## src/rtl/debug_dump_sequencer_pkg.sv

```systemverilog
// Shared definitions for the debug dump sequencer.
// Holds the default frame header byte, the FSM state encoding and small
// byte-count helpers used to size the serializer and the per-field byte counts.
package debug_dump_sequencer_pkg;

  localparam logic [7:0] HEADER_DEFAULT = 8'hA5;

  typedef enum logic [3:0] {
    ST_IDLE     = 4'd0,
    ST_HDR      = 4'd1,
    ST_PC       = 4'd2,
    ST_CYC      = 4'd3,
    ST_REG_RD   = 4'd4,
    ST_REG_TX   = 4'd5,
    ST_MEM_RD   = 4'd6,
    ST_MEM_CHK  = 4'd7,
    ST_MADDR_TX = 4'd8,
    ST_MDATA_TX = 4'd9,
    ST_CSUM     = 4'd10,
    ST_DONE     = 4'd11
  } state_e;

  // Number of whole bytes needed to carry nbits (zero-extended).
  function automatic int bytes_for_bits(input int nbits);
    return (nbits + 7) / 8;
  endfunction

  function automatic int max_int(input int a, input int b);
    return (a > b) ? a : b;
  endfunction

endpackage

```

## src/rtl/debug_dump_sequencer_if.sv

```systemverilog
// Byte-wide UART transmit handshake.
//   tx_data  : byte to send, held stable while a byte is outstanding
//   tx_start : one-cycle send pulse from the sequencer
//   tx_done  : one-cycle byte-complete pulse from the UART
interface debug_dump_sequencer_if;
  logic [7:0] tx_data;
  logic       tx_start;
  logic       tx_done;

  modport master (output tx_data, output tx_start, input tx_done);
  modport slave  (input tx_data, input tx_start, output tx_done);
endinterface

```

## src/rtl/debug_dump_sequencer_serializer.sv

```systemverilog
// dump_byte_serializer: loads a word plus a byte count and emits the bytes
// least-significant first, one tx_start per byte, waiting for tx_done between
// bytes. o_byte_done marks each accepted tx_done, o_last_done the final one.
// Ports: i_clock/i_reset (sync, active-high); i_load/i_word/i_nbytes load a
// field; o_tx_data/o_tx_start/i_tx_done UART handshake; o_byte_done/o_last_done.
module dump_byte_serializer #(
  parameter int NB_WORD = 32,
  parameter int NB_CNT  = 3
) (
  input  logic               i_clock,
  input  logic               i_reset,
  input  logic               i_load,
  input  logic [NB_WORD-1:0] i_word,
  input  logic [NB_CNT-1:0]  i_nbytes,
  output logic [7:0]         o_tx_data,
  output logic               o_tx_start,
  input  logic               i_tx_done,
  output logic               o_byte_done,
  output logic               o_last_done
);

  logic [NB_WORD-1:0] shift_q, shift_d;
  logic [NB_CNT-1:0]  cnt_q, cnt_d;
  logic               wait_q, wait_d;
  logic               tx_start_q, tx_start_d;
  logic [7:0]         tx_data_q, tx_data_d;
  logic               byte_done_s;

  // A tx_done only counts while a byte is outstanding; stray pulses are dropped.
  assign byte_done_s = i_tx_done & wait_q;
  assign o_byte_done = byte_done_s;
  assign o_last_done = byte_done_s & (cnt_q == NB_CNT'(1));
  assign o_tx_data   = tx_data_q;
  assign o_tx_start  = tx_start_q;

  // Next-state logic: load a new word or advance to the next byte.
  always_comb begin
    shift_d    = shift_q;
    cnt_d      = cnt_q;
    wait_d     = wait_q;
    tx_data_d  = tx_data_q;
    tx_start_d = 1'b0;
    if (i_load) begin
      shift_d    = i_word;
      cnt_d      = i_nbytes;
      tx_data_d  = i_word[7:0];
      tx_start_d = 1'b1;
      wait_d     = 1'b1;
    end else if (byte_done_s) begin
      shift_d = shift_q >> 8;
      cnt_d   = cnt_q - NB_CNT'(1);
      if (cnt_q == NB_CNT'(1)) begin
        wait_d = 1'b0;
      end else begin
        tx_data_d  = shift_d[7:0];
        tx_start_d = 1'b1;
      end
    end else begin
      tx_start_d = 1'b0;
    end
  end

  // State register.
  always_ff @(posedge i_clock) begin
    if (i_reset) begin
      shift_q    <= '0;
      cnt_q      <= '0;
      wait_q     <= 1'b0;
      tx_data_q  <= 8'h00;
      tx_start_q <= 1'b0;
    end else begin
      shift_q    <= shift_d;
      cnt_q      <= cnt_d;
      wait_q     <= wait_d;
      tx_data_q  <= tx_data_d;
      tx_start_q <= tx_start_d;
    end
  end

endmodule

```

## src/rtl/debug_dump_sequencer.sv

```systemverilog
// debug_dump_sequencer: on a start request, streams a debug frame over a UART
// byte handshake: HEADER, PC, cycle count, all registers, memory records
// (dirty words only, or every word) and an XOR checksum of all bytes after HEADER.
// Ports: i_clock/i_reset (sync, active-high); i_start/i_dump_all/i_pc/i_cycles
// request; o_reg_addr/i_reg_data register read; o_mem_addr/o_mem_rd/i_mem_data/
// i_mem_dirty memory read; tx_if UART handshake; o_busy/o_done status.
module debug_dump_sequencer
  import debug_dump_sequencer_pkg::*;
#(
  parameter int         NB_DATA     = 32,
  parameter int         NB_PC       = 32,
  parameter int         N_REGS      = 32,
  parameter int         MEM_DEPTH   = 128,
  parameter logic [7:0] HEADER      = HEADER_DEFAULT,
  localparam int        NB_REG_ADDR = $clog2(N_REGS),
  localparam int        NB_MEM_ADDR = $clog2(MEM_DEPTH)
) (
  input  logic                   i_clock,
  input  logic                   i_reset,
  input  logic                   i_start,
  input  logic                   i_dump_all,
  input  logic [NB_PC-1:0]       i_pc,
  input  logic [NB_DATA-1:0]     i_cycles,
  output logic [NB_REG_ADDR-1:0] o_reg_addr,
  input  logic [NB_DATA-1:0]     i_reg_data,
  output logic [NB_MEM_ADDR-1:0] o_mem_addr,
  output logic                   o_mem_rd,
  input  logic [NB_DATA-1:0]     i_mem_data,
  input  logic                   i_mem_dirty,
  debug_dump_sequencer_if.master tx_if,
  output logic                   o_busy,
  output logic                   o_done
);

  localparam int NB_WORD     = max_int(max_int(NB_DATA, NB_PC), 8);
  localparam int WORD_BYTES  = NB_WORD / 8;
  localparam int NB_CNT      = $clog2(WORD_BYTES + 1);
  localparam int PC_BYTES    = bytes_for_bits(NB_PC);
  localparam int DATA_BYTES  = bytes_for_bits(NB_DATA);
  localparam int MADDR_BYTES = bytes_for_bits(NB_MEM_ADDR);

  state_e                 state_q, state_d;
  logic [NB_PC-1:0]       pc_q, pc_d;
  logic [NB_DATA-1:0]     cyc_q, cyc_d;
  logic                   dump_all_q, dump_all_d;
  logic [7:0]             csum_q, csum_d;
  logic [NB_REG_ADDR-1:0] reg_addr_q, reg_addr_d;
  logic [NB_MEM_ADDR-1:0] mem_addr_q, mem_addr_d;
  logic [NB_DATA-1:0]     mem_word_q, mem_word_d;
  logic                   mem_rd_q, mem_rd_d;
  logic                   busy_q, busy_d;
  logic                   done_q, done_d;
  logic                   loaded_q, loaded_d;

  logic                   is_tx_s;
  logic                   ser_load_s;
  logic [NB_WORD-1:0]     ser_word_s;
  logic [NB_CNT-1:0]      ser_nbytes_s;
  logic [7:0]             ser_tx_data_s;
  logic                   ser_tx_start_s;
  logic                   ser_byte_done_s;
  logic                   ser_last_done_s;
  logic                   last_mem_s;

  dump_byte_serializer #(
    .NB_WORD (NB_WORD),
    .NB_CNT  (NB_CNT)
  ) u_serializer (
    .i_clock     (i_clock),
    .i_reset     (i_reset),
    .i_load      (ser_load_s),
    .i_word      (ser_word_s),
    .i_nbytes    (ser_nbytes_s),
    .o_tx_data   (ser_tx_data_s),
    .o_tx_start  (ser_tx_start_s),
    .i_tx_done   (tx_if.tx_done),
    .o_byte_done (ser_byte_done_s),
    .o_last_done (ser_last_done_s)
  );

  assign tx_if.tx_data  = ser_tx_data_s;
  assign tx_if.tx_start = ser_tx_start_s;
  assign o_reg_addr     = reg_addr_q;
  assign o_mem_addr     = mem_addr_q;
  assign o_mem_rd       = mem_rd_q;
  assign o_busy         = busy_q;
  assign o_done         = done_q;
  assign last_mem_s     = (mem_addr_q == NB_MEM_ADDR'(MEM_DEPTH - 1));

  // Field presented to the serializer in each transmit state; loaded once on entry.
  always_comb begin
    is_tx_s      = 1'b1;
    ser_word_s   = '0;
    ser_nbytes_s = '0;
    case (state_q)
      ST_HDR:      begin ser_word_s = NB_WORD'(HEADER);     ser_nbytes_s = NB_CNT'(1);           end
      ST_PC:       begin ser_word_s = NB_WORD'(pc_q);       ser_nbytes_s = NB_CNT'(PC_BYTES);    end
      ST_CYC:      begin ser_word_s = NB_WORD'(cyc_q);      ser_nbytes_s = NB_CNT'(DATA_BYTES);  end
      ST_REG_TX:   begin ser_word_s = NB_WORD'(i_reg_data); ser_nbytes_s = NB_CNT'(DATA_BYTES);  end
      ST_MADDR_TX: begin ser_word_s = NB_WORD'(mem_addr_q); ser_nbytes_s = NB_CNT'(MADDR_BYTES); end
      ST_MDATA_TX: begin ser_word_s = NB_WORD'(mem_word_q); ser_nbytes_s = NB_CNT'(DATA_BYTES);  end
      ST_CSUM:     begin ser_word_s = NB_WORD'(csum_q);     ser_nbytes_s = NB_CNT'(1);           end
      default:     begin is_tx_s = 1'b0; end
    endcase
    ser_load_s = is_tx_s & ~loaded_q;
  end

  // FSM next state, datapath updates and registered output values.
  always_comb begin
    state_d    = state_q;
    pc_d       = pc_q;
    cyc_d      = cyc_q;
    dump_all_d = dump_all_q;
    reg_addr_d = reg_addr_q;
    mem_addr_d = mem_addr_q;
    mem_word_d = mem_word_q;

    if (ser_load_s) begin
      loaded_d = 1'b1;
    end else if (ser_last_done_s) begin
      loaded_d = 1'b0;
    end else begin
      loaded_d = loaded_q;
    end

    // Header and the checksum byte itself are excluded from the XOR.
    if (ser_byte_done_s && (state_q != ST_HDR) && (state_q != ST_CSUM)) begin
      csum_d = csum_q ^ ser_tx_data_s;
    end else begin
      csum_d = csum_q;
    end

    case (state_q)
      ST_IDLE: begin
        if (i_start) begin
          pc_d       = i_pc;
          cyc_d      = i_cycles;
          dump_all_d = i_dump_all;
          csum_d     = 8'h00;
          reg_addr_d = '0;
          mem_addr_d = '0;
          state_d    = ST_HDR;
        end else begin
          state_d = ST_IDLE;
        end
      end
      ST_HDR: if (ser_last_done_s) state_d = ST_PC;     else state_d = ST_HDR;
      ST_PC:  if (ser_last_done_s) state_d = ST_CYC;    else state_d = ST_PC;
      ST_CYC: if (ser_last_done_s) state_d = ST_REG_RD; else state_d = ST_CYC;
      ST_REG_RD: state_d = ST_REG_TX;
      ST_REG_TX: begin
        if (!ser_last_done_s) begin
          state_d = ST_REG_TX;
        end else if (reg_addr_q == NB_REG_ADDR'(N_REGS - 1)) begin
          state_d = ST_MEM_RD;
        end else begin
          reg_addr_d = reg_addr_q + NB_REG_ADDR'(1);
          state_d    = ST_REG_RD;
        end
      end
      ST_MEM_RD: state_d = ST_MEM_CHK;
      ST_MEM_CHK: begin
        mem_word_d = i_mem_data;
        if (i_mem_dirty || dump_all_q) begin
          state_d = ST_MADDR_TX;
        end else if (last_mem_s) begin
          state_d = ST_CSUM;
        end else begin
          mem_addr_d = mem_addr_q + NB_MEM_ADDR'(1);
          state_d    = ST_MEM_RD;
        end
      end
      ST_MADDR_TX: if (ser_last_done_s) state_d = ST_MDATA_TX; else state_d = ST_MADDR_TX;
      ST_MDATA_TX: begin
        if (!ser_last_done_s) begin
          state_d = ST_MDATA_TX;
        end else if (last_mem_s) begin
          state_d = ST_CSUM;
        end else begin
          mem_addr_d = mem_addr_q + NB_MEM_ADDR'(1);
          state_d    = ST_MEM_RD;
        end
      end
      ST_CSUM: if (ser_last_done_s) state_d = ST_DONE; else state_d = ST_CSUM;
      ST_DONE: state_d = ST_IDLE;
      default: state_d = ST_IDLE;
    endcase

    // Outputs are registered so they line up with the state they describe.
    busy_d   = (state_d != ST_IDLE);
    done_d   = (state_d == ST_DONE);
    mem_rd_d = (state_d == ST_MEM_RD);
  end

  // State and datapath registers.
  always_ff @(posedge i_clock) begin
    if (i_reset) begin
      state_q    <= ST_IDLE;
      pc_q       <= '0;
      cyc_q      <= '0;
      dump_all_q <= 1'b0;
      csum_q     <= 8'h00;
      reg_addr_q <= '0;
      mem_addr_q <= '0;
      mem_word_q <= '0;
      mem_rd_q   <= 1'b0;
      busy_q     <= 1'b0;
      done_q     <= 1'b0;
      loaded_q   <= 1'b0;
    end else begin
      state_q    <= state_d;
      pc_q       <= pc_d;
      cyc_q      <= cyc_d;
      dump_all_q <= dump_all_d;
      csum_q     <= csum_d;
      reg_addr_q <= reg_addr_d;
      mem_addr_q <= mem_addr_d;
      mem_word_q <= mem_word_d;
      mem_rd_q   <= mem_rd_d;
      busy_q     <= busy_d;
      done_q     <= done_d;
      loaded_q   <= loaded_d;
    end
  end

endmodule

```

## src/flat_wrapper.sv

```systemverilog
// flat-port wrapper written by rule: the top's interface ports become plain ports
module debug_dump_sequencer_flat import debug_dump_sequencer_pkg::*;
#(
  parameter int         NB_DATA     = 32,
  parameter int         NB_PC       = 32,
  parameter int         N_REGS      = 32,
  parameter int         MEM_DEPTH   = 128,
  parameter logic [7:0] HEADER      = HEADER_DEFAULT,
  localparam int        NB_REG_ADDR = $clog2(N_REGS),
  localparam int        NB_MEM_ADDR = $clog2(MEM_DEPTH)
)
  (i_clock, i_reset, i_start, i_dump_all, i_pc, i_cycles, o_reg_addr, i_reg_data, o_mem_addr, o_mem_rd, i_mem_data, i_mem_dirty, o_busy, o_done, tx_if_tx_data, tx_if_tx_start, tx_if_tx_done);
  debug_dump_sequencer_if tx_if_i ();
  input  logic i_clock;
  input  logic i_reset;
  input  logic i_start;
  input  logic i_dump_all;
  input  logic [NB_PC-1:0] i_pc;
  input  logic [NB_DATA-1:0] i_cycles;
  output logic [NB_REG_ADDR-1:0] o_reg_addr;
  input  logic [NB_DATA-1:0] i_reg_data;
  output logic [NB_MEM_ADDR-1:0] o_mem_addr;
  output logic o_mem_rd;
  input  logic [NB_DATA-1:0] i_mem_data;
  input  logic i_mem_dirty;
  output logic o_busy;
  output logic o_done;
  output wire logic [$bits(tx_if_i.tx_data)-1:0] tx_if_tx_data;
  output wire logic [$bits(tx_if_i.tx_start)-1:0] tx_if_tx_start;
  input wire logic [$bits(tx_if_i.tx_done)-1:0] tx_if_tx_done;
  assign tx_if_tx_data = tx_if_i.tx_data;
  assign tx_if_tx_start = tx_if_i.tx_start;
  assign tx_if_i.tx_done = tx_if_tx_done;
  debug_dump_sequencer #(.NB_DATA(NB_DATA), .NB_PC(NB_PC), .N_REGS(N_REGS), .MEM_DEPTH(MEM_DEPTH), .HEADER(HEADER)) u_core (.i_clock(i_clock), .i_reset(i_reset), .i_start(i_start), .i_dump_all(i_dump_all), .i_pc(i_pc), .i_cycles(i_cycles), .o_reg_addr(o_reg_addr), .i_reg_data(i_reg_data), .o_mem_addr(o_mem_addr), .o_mem_rd(o_mem_rd), .i_mem_data(i_mem_data), .i_mem_dirty(i_mem_dirty), .tx_if(tx_if_i), .o_busy(o_busy), .o_done(o_done));
endmodule
```

## config.mk

```make
export PLATFORM = sky130hd
export DESIGN_NAME = debug_dump_sequencer_flat
export DESIGN_NICKNAME = d
export VERILOG_FILES = /design/src/rtl/debug_dump_sequencer_pkg.sv /design/src/rtl/debug_dump_sequencer_if.sv /design/src/rtl/debug_dump_sequencer_serializer.sv /design/src/rtl/debug_dump_sequencer.sv /design/src/flat_wrapper.sv
export SDC_FILE = /design/constraint.sdc
export NUM_CORES = 1
export LEC_CHECK = 0
export CELL_PAD_IN_SITES_DETAIL_PLACEMENT = 1
export CELL_PAD_IN_SITES_GLOBAL_PLACEMENT = 2
export CORE_UTILIZATION = 33
export CTS_BUF_LIST = sky130_fd_sc_hd__clkbuf_8
export CTS_CLUSTER_DIAMETER = 150
export DETAILED_ROUTE_END_ITERATION = 10
export PLACE_DENSITY_LB_ADDON = 0.1
export SKIP_LAST_GASP = 1
export SLEW_MARGIN = 20
export SYNTH_ARGS = -nofsm -noshare
export SYNTH_HDL_FRONTEND = slang
export SYNTH_SLANG_ARGS = --single-unit
```

## constraint.sdc

```tcl
create_clock -name i_clock -period 3.8 [get_ports i_clock]
set_input_delay 0.76 -clock i_clock [delete_from_list [all_inputs] [get_ports i_clock]]
set_output_delay 0.76 -clock i_clock [all_outputs]
set_load 0.01 [all_outputs]
```

==> results.yml, run 1 <==
run_status:
  outcome: "finished clean"
synthesis:
  synth_seq_cells: 162
  ys_warn_count: 0
  synth_simple_gate_area_frac: 0.2066
  synthCells: 892
  syn_avg_cell_area_um2: 8.189
  synthesis.area_um2: 7305
  synth_xor_area_frac: 0.01799
  async_flop_share: 0
  synth.area.mux_share: 0.002741
  synth_fp_nets: 1031
  synth_compound_area_frac: 0.2636
  yosysSeqAreaShare: 0.4440
  synthAdderAreaFrac: 0.008565
  synth-edff-count: 0
  synth_top_family_by_area: "compound AO/OA/AOI/OAI gates"
  synth_flop_cell: "dfxtp_1"
  synth_cell_type_count: 57
sta:
  timing.slew.headroom: 0.3097
  period_share: 0.6719
  fin_skew_ps: 14.43
  finalWorstSetupSlack_ps: 1247
  min_period_ps: 2553
  hold_viol_final: 0
  whs_ps: 458.4
  fin_tns_setup_ps: 0
  fmax_mhz: 391.7
  rsz0062_at_grt: "false"
  setup_viol: 0
  worst_pin_slew_ps: 1028
  drv_slew: 0
final_layout:
  finalNetCount: 1147
  antenna_cells: 0
  layout-drive-gt1-share: 0.07353
  fillers: 2610
  syn_to_final_growth_pct: 29.33
die:
  fp.coreArea_um2: 21760
  die_w_um: 150.8
  die-area_um2: 22730
  pin_count: 158
  die_y_um: 150.8
  initial_core_util: 0.3357
  row_count: 54
grt:
  grt-ovfl-total: 0
  use_met2: 0.3294
  use_met1: 0.3057
  grt_use_total: 0.2144
  busiest_layer: "met2"
  antenna_found_initial: 0
  grt_use_met3: 0.03765
  grt_max_degree: 142
  first_global_vias: 6745
  grt_first_pass_wirelength_um: 37210
clock_network:
  cts_made_buffers: 17
  path_clk_slew_ps: 90
  post_cts_buffers: 0
  cts_tree: "done"
  holdBufCountCts: 0
  cts_resized: 0
  insertion_delay_ps: 470
  cts.sinks: 162
  cts.htree.levels: 4
  clk_path_buf_depth: 2
  cts-root-buf: "clkbuf_8"
placement:
  dp_slack_ps: 754.3
  dp_hpwl_um: 16030
  globalplace.congestion: 0.7492
  portBuffers: 157
power_and_ir_drop:
  seq_power_share: 0.509
  ir_drop_mv: 0.1899
  p_leak_nw: 3.231
  cellPowerDensity_nw_per_um2: 387.5
  power_switching_w: 0.001057
  netSwitchingFraction: 0.2886
  p_comb_frac: 0.156
  p_int_w: 0.002604
  pwr-share-clk: 0.335
setup_path:
  cp_max_fo: 19
  r2r_start: "u_core.state_q[0]"
  setup.worst_path.start_class: "primary input"
  crit_arrival_ps: 2940
  critPathLaunch: "tx_if_tx_done"
  r2r_setup_slack_ps: 1270
  cp_slowest_cell: "a222oi_1"
  path_class: "primary input to register"
  critical_path.top_delay_family: "compound AO/OA/AOI/OAI gates"
  crit_required_ps: 4180
  slowest_delay_ps: 620
  critPathBufInv: 2
  end_kind: "register"
  path_cells: "clkdlybuf4s50_1, buf_4, nand4b_1, a222oi_1, o21ai_2, or3_1, a21oi_1"
drt:
  vias: 6918
  wirelength_um: 23910
  antenna_left: 0
  routedWlPerCell_um: 18.40
  firstDrtPassIters: 6
  drc: 0
  drt_iter0_drc: 456
  viasPerCell: 5.322
flow_run:
  max-cap-violations: 0
worst_hold_path:
  hold_class: "register to register"
  hp-start: "u_core.pc_q[28]"
## worst register-to-register path, delay by kind of cell (launching register included)
family                 cells  cell delay (ps)
AND/OR/NAND/NOR            2              860
AO/OA/AOI/OAI              3              630
buffers and inverters      2              610
flip-flops                 1              340
## cell type report
class / instances / area (um2) / area share
multi-input cells: 634 / 3666 / 0.3881
clock inverters: 14 / 132.6 / 0.01404
clock buffers: 17 / 234.0 / 0.02477
inverters: 15 / 56.30 / 0.005960
repair buffers: 178 / 1764 / 0.1868
well taps: 280 / 350.3 / 0.03709
flip-flops and latches: 162 / 3243 / 0.3433
## path summary, 6_finish.rpt
| check | endpoint | depth (start not counted) |
|---|---|---|
| min reg2reg | u_core.pc_q[28] | 2 |
| min | u_core.pc_q[28] | 2 |
| max reg2reg | u_core.u_serializer.shift_q[18] | 7 |
| max | u_core.o_mem_addr[2] | 7 |
## power groups by stage
stage | logic (W) | registers [W] | clock network, W
3_3_place_gp | 0.000571 | 0.00190 | 0
3_5_place_dp | 0.000577 | 0.00190 | 0
4_1_cts | 0.000580 | 0.00186 | 0.00127
6_report | 0.000573 | 0.00186 | 0.00123
2_1_floorplan | 0.000316 | 0.00188 | 0
5_1_grt | 0.000632 | 0.00187 | 0.00134
## metrics by stage
stage          instances    util  cell area (um2)  total power, W
2_1_floorplan        892       -             7305        0.002197
3_3_place_gp        1269  0.4174             9080        0.002472
3_5_place_dp        1269  0.4174             9080        0.002478
4_1_cts             1300  0.4342             9447        0.003716
5_1_grt             1300  0.4342             9447        0.003842
6_report            1300  0.4342             9447        0.003661
## synth_stat cells, drive strengths merged, types with 4 or more instances
cell | number | area (um2)
nor3 | 10 | 55.05
a21oi | 121 | 605.6
a21o | 4 | 30.03
inv | 15 | 56.30
nor3b | 10 | 75.07
nor2b | 14 | 87.58
buf | 24 | 142.6
or3 | 4 | 25.02
xnor2 | 13 | 113.9
and3 | 17 | 106.4
dfxtp | 162 | 3243
o21ai | 8 | 43.79
ha | 5 | 62.56
nand2b | 4 | 25.02
a222oi | 28 | 280.3
nand2 | 208 | 780.8
a22oi | 11 | 82.58
nor2 | 40 | 150.1
a32oi | 4 | 35.03
clkbuf | 57 | 214.0
nand3 | 9 | 45.04
a211oi | 53 | 432.9
a22o | 25 | 219.0
## state kept, by name, indices dropped and copies added (netlist names), 3 cells and up
signal and cells:
u_core.pc_q 32, u_core.o_mem_addr 7, u_core.state_q 4, u_core.o_reg_addr 5, u_core.mem_word_q 32, u_core.csum_q 8
u_core.u_serializer.o_tx_data 8, u_core.u_serializer.shift_q 24, u_core.u_serializer.cnt_q 3, u_core.cyc_q 32
## layout by cell type, fill, tap and decap left out, drive strengths merged, types with 4 or more instances in the layout
cell,synthesis,layout
nand2b,4,4
clkinv,0,7
and3,17,17
dfxtp,162,162
o21ai,8,8
clkdlybuf4s50,0,156
buf,24,22
inv,15,19
nor2b,14,14
nand2,208,208
xnor2,13,13
a22o,25,25
nand3,9,9
a21o,4,4
a211oi,53,53
or3,4,4
nor2,40,40
nor3,10,10
a222oi,28,28
nor3b,10,10
a21oi,121,121
ha,5,5
a32oi,4,4
a22oi,11,11
clkbuf,57,17
## kinds of logic (layout without fill, tap and decap cells)
logic type	after synthesis	in the layout
buffers and inverters	96	224
adders and majority gates	5	5
DFF	162	162
xor gates and xnor gates	15	15
muxes	2	2
and+or+nand+nor	335	335
AOI/OAI and AO/OA	277	277
## routing by layer
layer	share of wire	wire (um)
met1	0.49	11780
met2	0.45	10710
met3	0.051	1210
met4	0.0089	213
met5	0	0
No activity file was read; power rests on OpenSTA's default activity.
==> run 2, diff against run 1 <==
- CORE_UTILIZATION: 33 -> 30
- clock period: 3.8 -> 2.5 ns (I/O delays scaled with it)
==> results.yml, run 2 (same netlist as run 1, synthesis figures left out) <==
sta:
  fin_skew_ps: 19.09
  drv_slew: 0
  min_period_ps: 2208
  fin_tns_setup_ps: 0
  timing.slew.headroom: 0.5200
  worst_pin_slew_ps: 717.4
  whs_ps: 458.7
  hold_viol_final: 0
  rsz0062_at_grt: "false"
  fmax_mhz: 452.8
  period_share: 0.8834
  setup_viol: 0
final_layout:
  layout-drive-gt1-share: 0.08951
  finalNetCount: 1165
  fillers: 2878
  reg_top3: "u_core.cyc_q (32), u_core.mem_word_q (32), u_core.pc_q (32)"
  antenna_cells: 0
  post-route-util: 0.4112
  layout_commonest_cell: "nand2_1"
  syn_to_final_growth_pct: 33.33
  layout_common_cells: "207 x nand2_1, 162 x dfxtp_1, 156 x clkdlybuf4s50_1"
  instances_no_fill: 1358
clock_network:
  cts.sinks: 162
  cts_tree: "done"
  cts_made_buffers: 17
  holdBufCountCts: 0
  insertion_delay_ps: 450
  cts_resized: 0
  post_cts_buffers: 0
  cts.htree.levels: 4
  cts-root-buf: "clkbuf_8"
  path_clk_slew_ps: 100
  clk_path_buf_depth: 2
placement:
  portBuffers: 157
  globalplace.congestion: 0.7783
  dp_hpwl_um: 17370
  place_inst: 1326
grt:
  first_global_vias: 6905
  grt_max_degree: 66
  antenna_found_initial: 0
  grt-ovfl-total: 0
  grt_use_total: 0.2030
  grt_first_pass_wirelength_um: 38500
setup_path:
  critPathLaunch: "u_core.state_q[3]"
  r2r_cells: 6
  crit_arrival_ps: 2590
  cp_max_fo: 22
  reg2reg_to: "u_core.o_mem_addr[4]"
  path_class: "register to register"
  crit_required_ps: 2880
  setup.worst_path.start_class: "register"
  r2r_start: "u_core.state_q[3]"
  r2r_setup_slack_ps: 290
  end_kind: "register"
drt:
  drc: 0
  antenna_left: 0
  routedWlPerCell_um: 18.34
  viasPerCell: 5.139
  wirelength_um: 24900
  firstDrtPassIters: 6
  vias: 6979
  drt_iter0_drc: 449
die:
  die-area_um2: 24980
  row_count: 56
  die_w_um: 158.0
  die_y_um: 158.0
  pin_count: 158
  fp.coreArea_um2: 23680
  initial_core_util: 0.3084
power_and_ir_drop:
  p_leak_nw: 3.365
  cellPowerDensity_nw_per_um2: 588.3
  ir_drop_mv: 0.2875
worst_hold_path:
  hp-start: "i_reset"
  whs_path_depth: 2
  whs_endpoint: "u_core.state_q[0]"
  hold_class: "primary input to register"
run_status:
  outcome: "finished clean"
flow_run:
  max-cap-violations: 0
==> run 2: changes by cell type in the layout (fill, tap and decap cells not counted), sizes merged <==
cell    change
bufinv      +1
inv         +3
clkinv      -4
buf        +18
clkbuf      +1
==> run 2: metrics by stage <==
stage          worst slack [ps]  power [W]  area [um2]
2_1_floorplan             504.3   0.003339        7305
3_3_place_gp              165.3   0.003810        9339
3_5_place_dp              120.5   0.003822        9339
4_1_cts                   271.0   0.005820        9739
5_1_grt                   162.5   0.006020        9739
6_report                  291.5   0.005730        9739
==> run 2: routing by layer <==
layer	GRT usage	share of wire	routed length [um]
met1	0.2863	0.49	12260
met2	0.3247	0.46	11480
met3	0.03203	0.040	996
met4	0.04258	0.0069	172
met5	0	0	0
==> run 2: how the worst max path moves through the flow <==
stage	to	slack [ps]	cells past startpoint
6_report	u_core.o_mem_addr[4]	290	6
5_1_grt	u_core.o_mem_addr[4]	160	6
4_1_cts	u_core.o_mem_addr[4]	270	6
3_5_place_dp	u_core.o_mem_addr[2]	120	6
3_3_place_gp	u_core.o_mem_addr[4]	170	6
2_1_floorplan	u_core.o_mem_addr[4]	500	6
==> run 2: layout make-up <==
| type | count | area [um2] | share of cell area |
|---|---|---|---|
| multi-input combinational | 634 | 3666 | 0.3764 |
| sequential | 162 | 3243 | 0.3330 |
| timing repair buffer | 196 | 1974 | 0.2027 |
| tap | 319 | 399.1 | 0.04098 |
| clock buffer | 18 | 247.7 | 0.02544 |
| clock inverter | 14 | 152.6 | 0.01567 |
| inverter | 15 | 56.30 | 0.005781 |
==> run 2: worst max-delay path, stage by stage, from the launching register on <==
cell,delay [ps]
dfxtp_1,450
buf_4,330
and4b_4,320
a222oi_1,370
o21ai_2,180
or3_1,330
a21oi_1,140
==> run 2: power breakdown <==
part	internal, W	total, W	switching, W
Combinational	0.000468	0.000925	0.000457
Sequential	0.00273	0.00283	0.0000951
Clock	0.000932	0.00198	0.00105
Total	0.00413	0.00573	0.00160
